==> config.mk <==
export PLATFORM = sky130hd
export DESIGN_NAME = absorb_controller
export DESIGN_NICKNAME = d
export VERILOG_FILES = /design/src/rtl/keccak_pkg.sv /design/src/rtl/absorb_controller.sv
export SDC_FILE = /design/constraint.sdc
export NUM_CORES = 1
export LEC_CHECK = 0
export ABC_CLOCK_PERIOD_IN_PS = 3780
export CAP_MARGIN = 10
export CORE_UTILIZATION = 39
export CTS_CLUSTER_DIAMETER = 100
export DETAILED_ROUTE_END_ITERATION = 10
export HOLD_SLACK_MARGIN = 0.02
export SLEW_MARGIN = 40
export SYNTH_ARGS = -nofsm -noshare
export SYNTH_HDL_FRONTEND = slang
export SYNTH_SLANG_ARGS = --single-unit
==> constraint.sdc <==
create_clock -name clk -period 3.78 [get_ports clk]
set_input_delay 0.756 -clock clk [delete_from_list [all_inputs] [get_ports clk]]
set_output_delay 0.756 -clock clk [all_outputs]
set_load 0.01 [all_outputs]
==> src/rtl/keccak_pkg.sv <==
// Shared Keccak absorb-path definitions: lane word geometry, SHAKE rates and controller states.
package keccak_pkg;

  localparam int W            = 64;
  localparam int W_BYTES      = W / 8;
  localparam int W_BYTE_WIDTH = $clog2(W_BYTES);

  localparam int RATE_WORDS_SHAKE128 = 21;
  localparam int RATE_WORDS_SHAKE256 = 17;

  typedef enum logic [1:0] {
    IDLE,
    ABSORB,
    PERMUTE,
    FINISH
  } absorb_state_t;

endpackage

==> src/rtl/absorb_controller.sv <==
// Sequences a SHAKE message into the absorb path one lane word per handshake and drives the padding generator.
// Optional: define ABSORB_CTRL_SHAKE128_EN to let `mode` select the SHAKE128 rate.
module absorb_controller
  import keccak_pkg::*;
#(
  parameter int MSG_LEN_W = 32
) (
  input  logic                   clk,
  input  logic                   rst_n,
  input  logic                   start,
  input  logic [MSG_LEN_W-1:0]   msg_len,
  input  logic                   mode,
  input  logic                   in_valid,
  output logic                   in_ready,
  output logic                   out_valid,
  input  logic                   out_ready,
  output logic [W_BYTE_WIDTH:0]  remaining_valid_bytes,
  output logic                   padding_enable,
  output logic                   last_word_in_block,
  output logic                   padding_reset,
  output logic                   perm_start,
  input  logic                   perm_done,
  output logic                   busy,
  output logic                   done
);

  localparam logic [MSG_LEN_W-1:0] W_BYTES_L = MSG_LEN_W'(W_BYTES);

  absorb_state_t          state_q, state_d;
  logic [MSG_LEN_W-1:0]   bytes_left_q, bytes_left_d;
  logic [4:0]             word_idx_q, word_idx_d;
  logic [4:0]             rate_q, rate_d;
  logic                   pad_seen_q, pad_seen_d;
  logic                   perm_start_q, perm_start_d;
  logic [4:0]             rate_sel;

`ifdef ABSORB_CTRL_SHAKE128_EN
  assign rate_sel = mode ? 5'(RATE_WORDS_SHAKE128) : 5'(RATE_WORDS_SHAKE256);
`else
  logic unused_mode;
  assign unused_mode = mode;
  assign rate_sel    = 5'(RATE_WORDS_SHAKE256);
`endif

  always_comb begin
    state_d               = state_q;
    bytes_left_d          = bytes_left_q;
    word_idx_d            = word_idx_q;
    rate_d                = rate_q;
    pad_seen_d            = pad_seen_q;
    perm_start_d          = 1'b0;
    in_ready              = 1'b0;
    out_valid             = 1'b0;
    remaining_valid_bytes = '0;
    padding_enable        = 1'b0;
    last_word_in_block    = 1'b0;
    padding_reset         = 1'b0;
    done                  = 1'b0;

    unique case (state_q)
      IDLE: begin
        if (start) begin
          padding_reset = 1'b1;
          bytes_left_d  = msg_len;
          rate_d        = rate_sel;
          word_idx_d    = '0;
          pad_seen_d    = 1'b0;
          state_d       = ABSORB;
        end
      end

      ABSORB: begin
        last_word_in_block = (word_idx_q == rate_q - 5'd1);
        if (bytes_left_q >= W_BYTES_L) begin
          remaining_valid_bytes = (W_BYTE_WIDTH+1)'(W_BYTES);
          out_valid             = in_valid;
          in_ready              = out_ready;
        end else if (bytes_left_q != '0) begin
          remaining_valid_bytes = bytes_left_q[W_BYTE_WIDTH:0];
          padding_enable        = 1'b1;
          out_valid             = in_valid;
          in_ready              = out_ready;
        end else begin
          // Message exhausted: emit pure padding words without touching the input stream.
          padding_enable = 1'b1;
          out_valid      = 1'b1;
        end

        if (out_valid && out_ready) begin
          if (bytes_left_q >= W_BYTES_L) begin
            bytes_left_d = bytes_left_q - W_BYTES_L;
          end else begin
            bytes_left_d = '0;
            pad_seen_d   = 1'b1;
          end
          if (last_word_in_block) begin
            word_idx_d   = '0;
            perm_start_d = 1'b1;
            state_d      = PERMUTE;
          end else begin
            word_idx_d = word_idx_q + 5'd1;
          end
        end
      end

      PERMUTE: begin
        if (perm_done) begin
          state_d = pad_seen_q ? FINISH : ABSORB;
        end
      end

      FINISH: begin
        done    = 1'b1;
        state_d = IDLE;
      end

      default: state_d = IDLE;
    endcase
  end

  always_ff @(posedge clk or negedge rst_n) begin
    if (!rst_n) begin
      state_q      <= IDLE;
      bytes_left_q <= '0;
      word_idx_q   <= '0;
      rate_q       <= '0;
      pad_seen_q   <= 1'b0;
      perm_start_q <= 1'b0;
    end else begin
      state_q      <= state_d;
      bytes_left_q <= bytes_left_d;
      word_idx_q   <= word_idx_d;
      rate_q       <= rate_d;
      pad_seen_q   <= pad_seen_d;
      perm_start_q <= perm_start_d;
    end
  end

  assign perm_start = perm_start_q;
  assign busy       = (state_q != IDLE);

endmodule

Yosys cells after proc, flatten, opt, wreduce, memory -nomap -nowiden
Cells that the tools add are included.
{ "word_totals": {"input_bits": 39, "out_inout_bits": 12, "wordCells": 65, "ff_bits": 42} }
{ "op_classes": {"order_cmp": 1, "n_reduce_logical": 9, "eq_ne": 9, "addsub": 3, "muxes": 37} }
{ "ops": {"columns": ["cell", "count"], "rows": [
  ["$mux W32", 3],
  ["$pmux W32 S2", 1],
  ["$ge A32 B4 Y1 const B", 1],
  ["$reduce_bool A32 Y1", 1],
  ["$sub A32 B4 Y32 const B", 1],
  ["$mux W1", 19],
  ["$mux W5", 3],
  ["$mux W4", 3],
  ["$mux W2", 5],
  ["$ne A2 B2 Y1 const B", 5],
  ["$pmux W5 S2", 1],
  ["$pmux W2 S4", 1],
  ["$reduce_and A4 Y1", 2],
  ["$add A5 B1 Y5 const B", 1],
  ["$eq A5 B5 Y1", 1],
  ["$sub A5 B1 Y5 const B", 1],
  ["$eq A2 B2 Y1 const B", 2],
  ["$reduce_bool A2 Y1", 2],
  ["$reduce_and A3 Y1", 1],
  ["$eq A2 B1 Y1 const B", 1],
  ["$logic_not A2 Y1", 1],
  ["$pmux W1 S2", 1],
  ["$reduce_and A2 Y1", 1],
  ["$logic_and A1 B1 Y1", 1]
]} }

Depth between registers and ports, before layout
{ "logic_depth": {"depth_word": 7, "depth_mapped": 9, "ltp_nobuf": 8} }

Worst setup path before layout
No wires, ideal clock.
{ "synth_timing": {"kind": "reg-to-output", "from": "register bytes_left_q[3]", "to": "output port out_valid", "stages_incl_launch_ff": 8, "path_buffers": 2, "t_required_ns": 3.024, "slack_ns": 0.863, "arrival_time_ns": 2.161, "path_cell_list": "dfrtp_1 > or4_4 > or4_1 > buf_2 > nor4_1 > buf_2 > a21oi_1 > nor2_1"} }
{ "synth_between": {"elab_chain_cells": 5, "elab_cells_between_ends": 6, "classes_between": "order compare: 1; mux: 4; reduce/logical: 1"} }
{ "synth_rtl": {"columns": ["item", "line_no", "source"], "rows": [
  ["from (decl)", "absorb_controller.sv:30", "logic [MSG_LEN_W-1:0] bytes_left_q, bytes_left_d;"],
  ["from (signal assigned)", "absorb_controller.sv:131", "bytes_left_q <= bytes_left_d;"],
  ["branches (longest 2 deep; another with $ge A32 B4 Y1)", null, null],
  ["$mux W1 *", "absorb_controller.sv:74", "if (bytes_left_q >= W_BYTES_L) begin"],
  ["$mux W1 * (2 in series)", "absorb_controller.sv:60", "unique case (state_q)"],
  ["to (decl)", "absorb_controller.sv:15", "output logic out_valid,"]
]} }
Every way passes the cells marked *. The select of a mux whose other input is x is not followed.

Final worst setup path
{ "layout_timing": {"from": "register bytes_left_q[12]", "to": "output port padding_enable"} }
{ "layout_between": {"elab_chain_cells": 3} }
{ "layout_rtl": {"columns": ["item", "line_no", "source"], "rows": [
  ["$ge A32 B4 Y1", "absorb_controller.sv:74", null],
  ["$mux W1", "absorb_controller.sv:74", null],
  ["$mux W1", "absorb_controller.sv:60", null],
  ["to (decl)", "absorb_controller.sv:18", "output logic padding_enable,"]
]} }
Every way passes these cells.

==> results.tsv <==
stage	metric	value	unit
setup_path	endpoint_kind	output pin	
setup_path	critPathKind	reg2out	
sta	skew	0.00373	ns
outcome	status	finished, final reports clean	
global_route	antenna_found_initial	0	
finish	final_nets	398	
global_route	grt_max_degree	43	
clocking	ctsRootBufferMaster	clkbuf_8	
global_route	overflow	0	
sta	min_period_over_period	0.971	
synth	netlist_instances	305	
routing	wl_per_cell	16.1	um
synth	avgSynthCellArea	8.31	um^2
finish	fillers	616	
synth	yosysTopAreaCell	dfrtp_1	
die	row_count	29	
synth	synth-seq-area-share	0.415	
sta	period_minus_slack	3.67	ns
clocking	cts_tree	done	
synth	ys_ff_latch	42	
sta	worst_hold_slack	0.456	ns
sta	rsz0062_at_grt	false	
pwr	ir_drop	245	uV
setup_path	path_max_fanout	11	
routing	via_per_inst	5.88	
clocking	clockBufferDepth	2	
global_route	grt_pass1_vias	2274	
placement	gp_congestion	0.797	
sta	fin_ws	0.111	ns
routing	drtAntennaViolNets	0	
clocking	cts_buffers	5	
synth	async_flop_share	1.00	
synth	synth_ff_type	dfrtp_1	
finish	area_growth_syn_to_layout	29.4	%
setup_path	startpoint_type	register	
placement	dp_slack	0.329	ns
routing	drt_wl_total	6980	um
finish	drive_above_1_share	0.0983	
pwr	p_leak	1.27	nW
placement	port-buffer-count	49	
synth	syn_area	2530	um^2
clocking	clock-sinks	42	
sta	worstMarginPinSlew	0.858	ns
routing	drc_errors	0	
run	drv_cap	0	
sta	fmax	273	MHz
sta	maxSlewViolCount	0	
finish	finalCoreUtilization	0.519	
sta	finalSetupTns	0	ns
synth	syn-num-nets	346	
global_route	track_usage	0.214	
synth	yosys_warnings	0	
clocking	insertion_delay	0.29	ns
die	dieWidth	82.6	um
routing	drt_pass1_iterations	4	
die	initial_core_util	0.401	
sta	hold_violations	0	
synth	synth_edf_count	0	
clocking	clkTransAtPathRegs	0.08	ns
placement	dp_hpwl	4860	um
pwr	powerDensity	513	nW/um^2
setup_path	cp.required	3.02	ns
clocking	cts.htree.levels	2	
sta	setup_viol_count_final	0	
die	dieArea	6820	um^2
synth	synth_cell_type_count	43	
hold_path	min_path_type	in2async	
global_route	grt_pass1_wl	11000	um
routing	num_vias	2547	
setup_path	arrival	2.91	ns
synth	synth_top_cells_by_area	dfrtp_1, o21ai_0, a21oi_1	
die	io-pin-count	51	
synth	yosysTopAreaCellShare	0.415	
die	design.core.area	6310	um^2
sta	relSlewSlack	0.423	
die	dieHeight	82.6	um
routing	drt-initial-drc-count	163	
finish	n_antenna_cell	0	
clocking	cts_hold_buf	0	
pwr	total_power	1.68	mW
## sequential cells by signal (all words and copies together), names as in the netlist
register and flops:
bytes_left_q 32, rate_q 1, word_idx_q 5, state_q 2, perm_start 1, pad_seen_q 1
## per-stage QoR
step / instances / cell area [um^2]
2_1_floorplan: 305 / 2530
3_3_place_gp: 424 / 3170
3_5_place_dp: 424 / 3170
4_1_cts: 430 / 3260
5_1_grt: 433 / 3280
6_report: 433 / 3280
## cell usage after synthesis (4+ instances only)
master / instances
a21oi_1: 30
a22o_1: 4
a22oi_1: 8
a32oi_1: 10
buf_2: 4
clkbuf_1: 15
dfrtp_1: 42
inv_1: 4
nand2_1: 16
nand2b_1: 6
nand3_1: 4
nor2_1: 32
nor3_1: 16
nor4_1: 17
o21ai_0: 50
o21ai_1: 4
o2bb2ai_1: 4
## critical path, stage by stage (launching register included)
cell	delay (ns)
dfrtp_1	0.38
or3_1	0.46
or4_4	0.53
or4_4	0.53
nor2_1	0.15
clkdlybuf4s50_1	0.57
## placed cells by master, fill, tap and decap left out, drive strengths merged, types with 5 or more instances in the layout
| master | n |
|---|---|
| o21ai | 54 |
| a32oi | 10 |
| nor4 | 17 |
| nand2b | 6 |
| nor3 | 16 |
| a21oi | 30 |
| clkbuf | 6 |
| clkdlybuf4s50 | 48 |
| nand2 | 16 |
| nand3 | 5 |
| inv | 5 |
| dfrtp | 42 |
| a22oi | 8 |
| or4 | 6 |
| nor2 | 32 |
| buf | 17 |
## where the power goes
group	total [mW]	switching [mW]	internal (mW)
sequential	0.750	0.158	0.593
clock	0.293	0.152	0.141
combinational	0.638	0.368	0.269
total	1.68	0.678	1.00
## final timing paths
check / endpoint / slack, ns / start / cells after the start
max in group asynchronous: bytes_left_q[9] / 2.93 / rst_n / 1
max: padding_enable / 0.11 / bytes_left_q[12] / 5
min: word_idx_q[3] / 0.46 / rst_n / 1
max reg2reg: bytes_left_q[11] / 1.03 / bytes_left_q[3] / 8
min reg2reg: pad_seen_q / 0.50 / pad_seen_q / 1
min in group clk: pad_seen_q / 0.50 / pad_seen_q / 1
## what timing repair did
action	4_1_cts	5_1_grt
resized for setup	1	0
buffers inserted	0	3
endpoints found under the setup margin	1	3
## logic make-up after synthesis
logic type      Yosys count  share of synthesized area
simple gates            112                      0.230
xor+xnor                  1                    0.00346
buf+inv                  26                     0.0435
compound gates          122                      0.298
flops                    42                      0.415
fa+ha+maj                 2                    0.00987
## layout make-up
cell class / instances / area (um^2) / area share
Sequential cell: 42 / 1050 / 0.321
Multi-Input combinational cell: 237 / 1410 / 0.429
Clock buffer: 6 / 82.6 / 0.0252
Tap cell: 77 / 96.3 / 0.0294
Inverter: 6 / 22.5 / 0.00687
Timing Repair Buffer: 65 / 621 / 0.189
## metal layers
| metal | vias to the layer above | GRT usage | wire, um |
|---|---|---|---|
| li1 | 1261 | - | - |
| met1 | 1225 | 0.284 | 3370 |
| met2 | 52 | 0.361 | 3300 |
| met3 | 9 | 0.0363 | 211 |
| met4 | 0 | 0.0517 | 93 |
| met5 | - | 0 | 0 |
No activity file was read; power rests on OpenSTA's default activity.
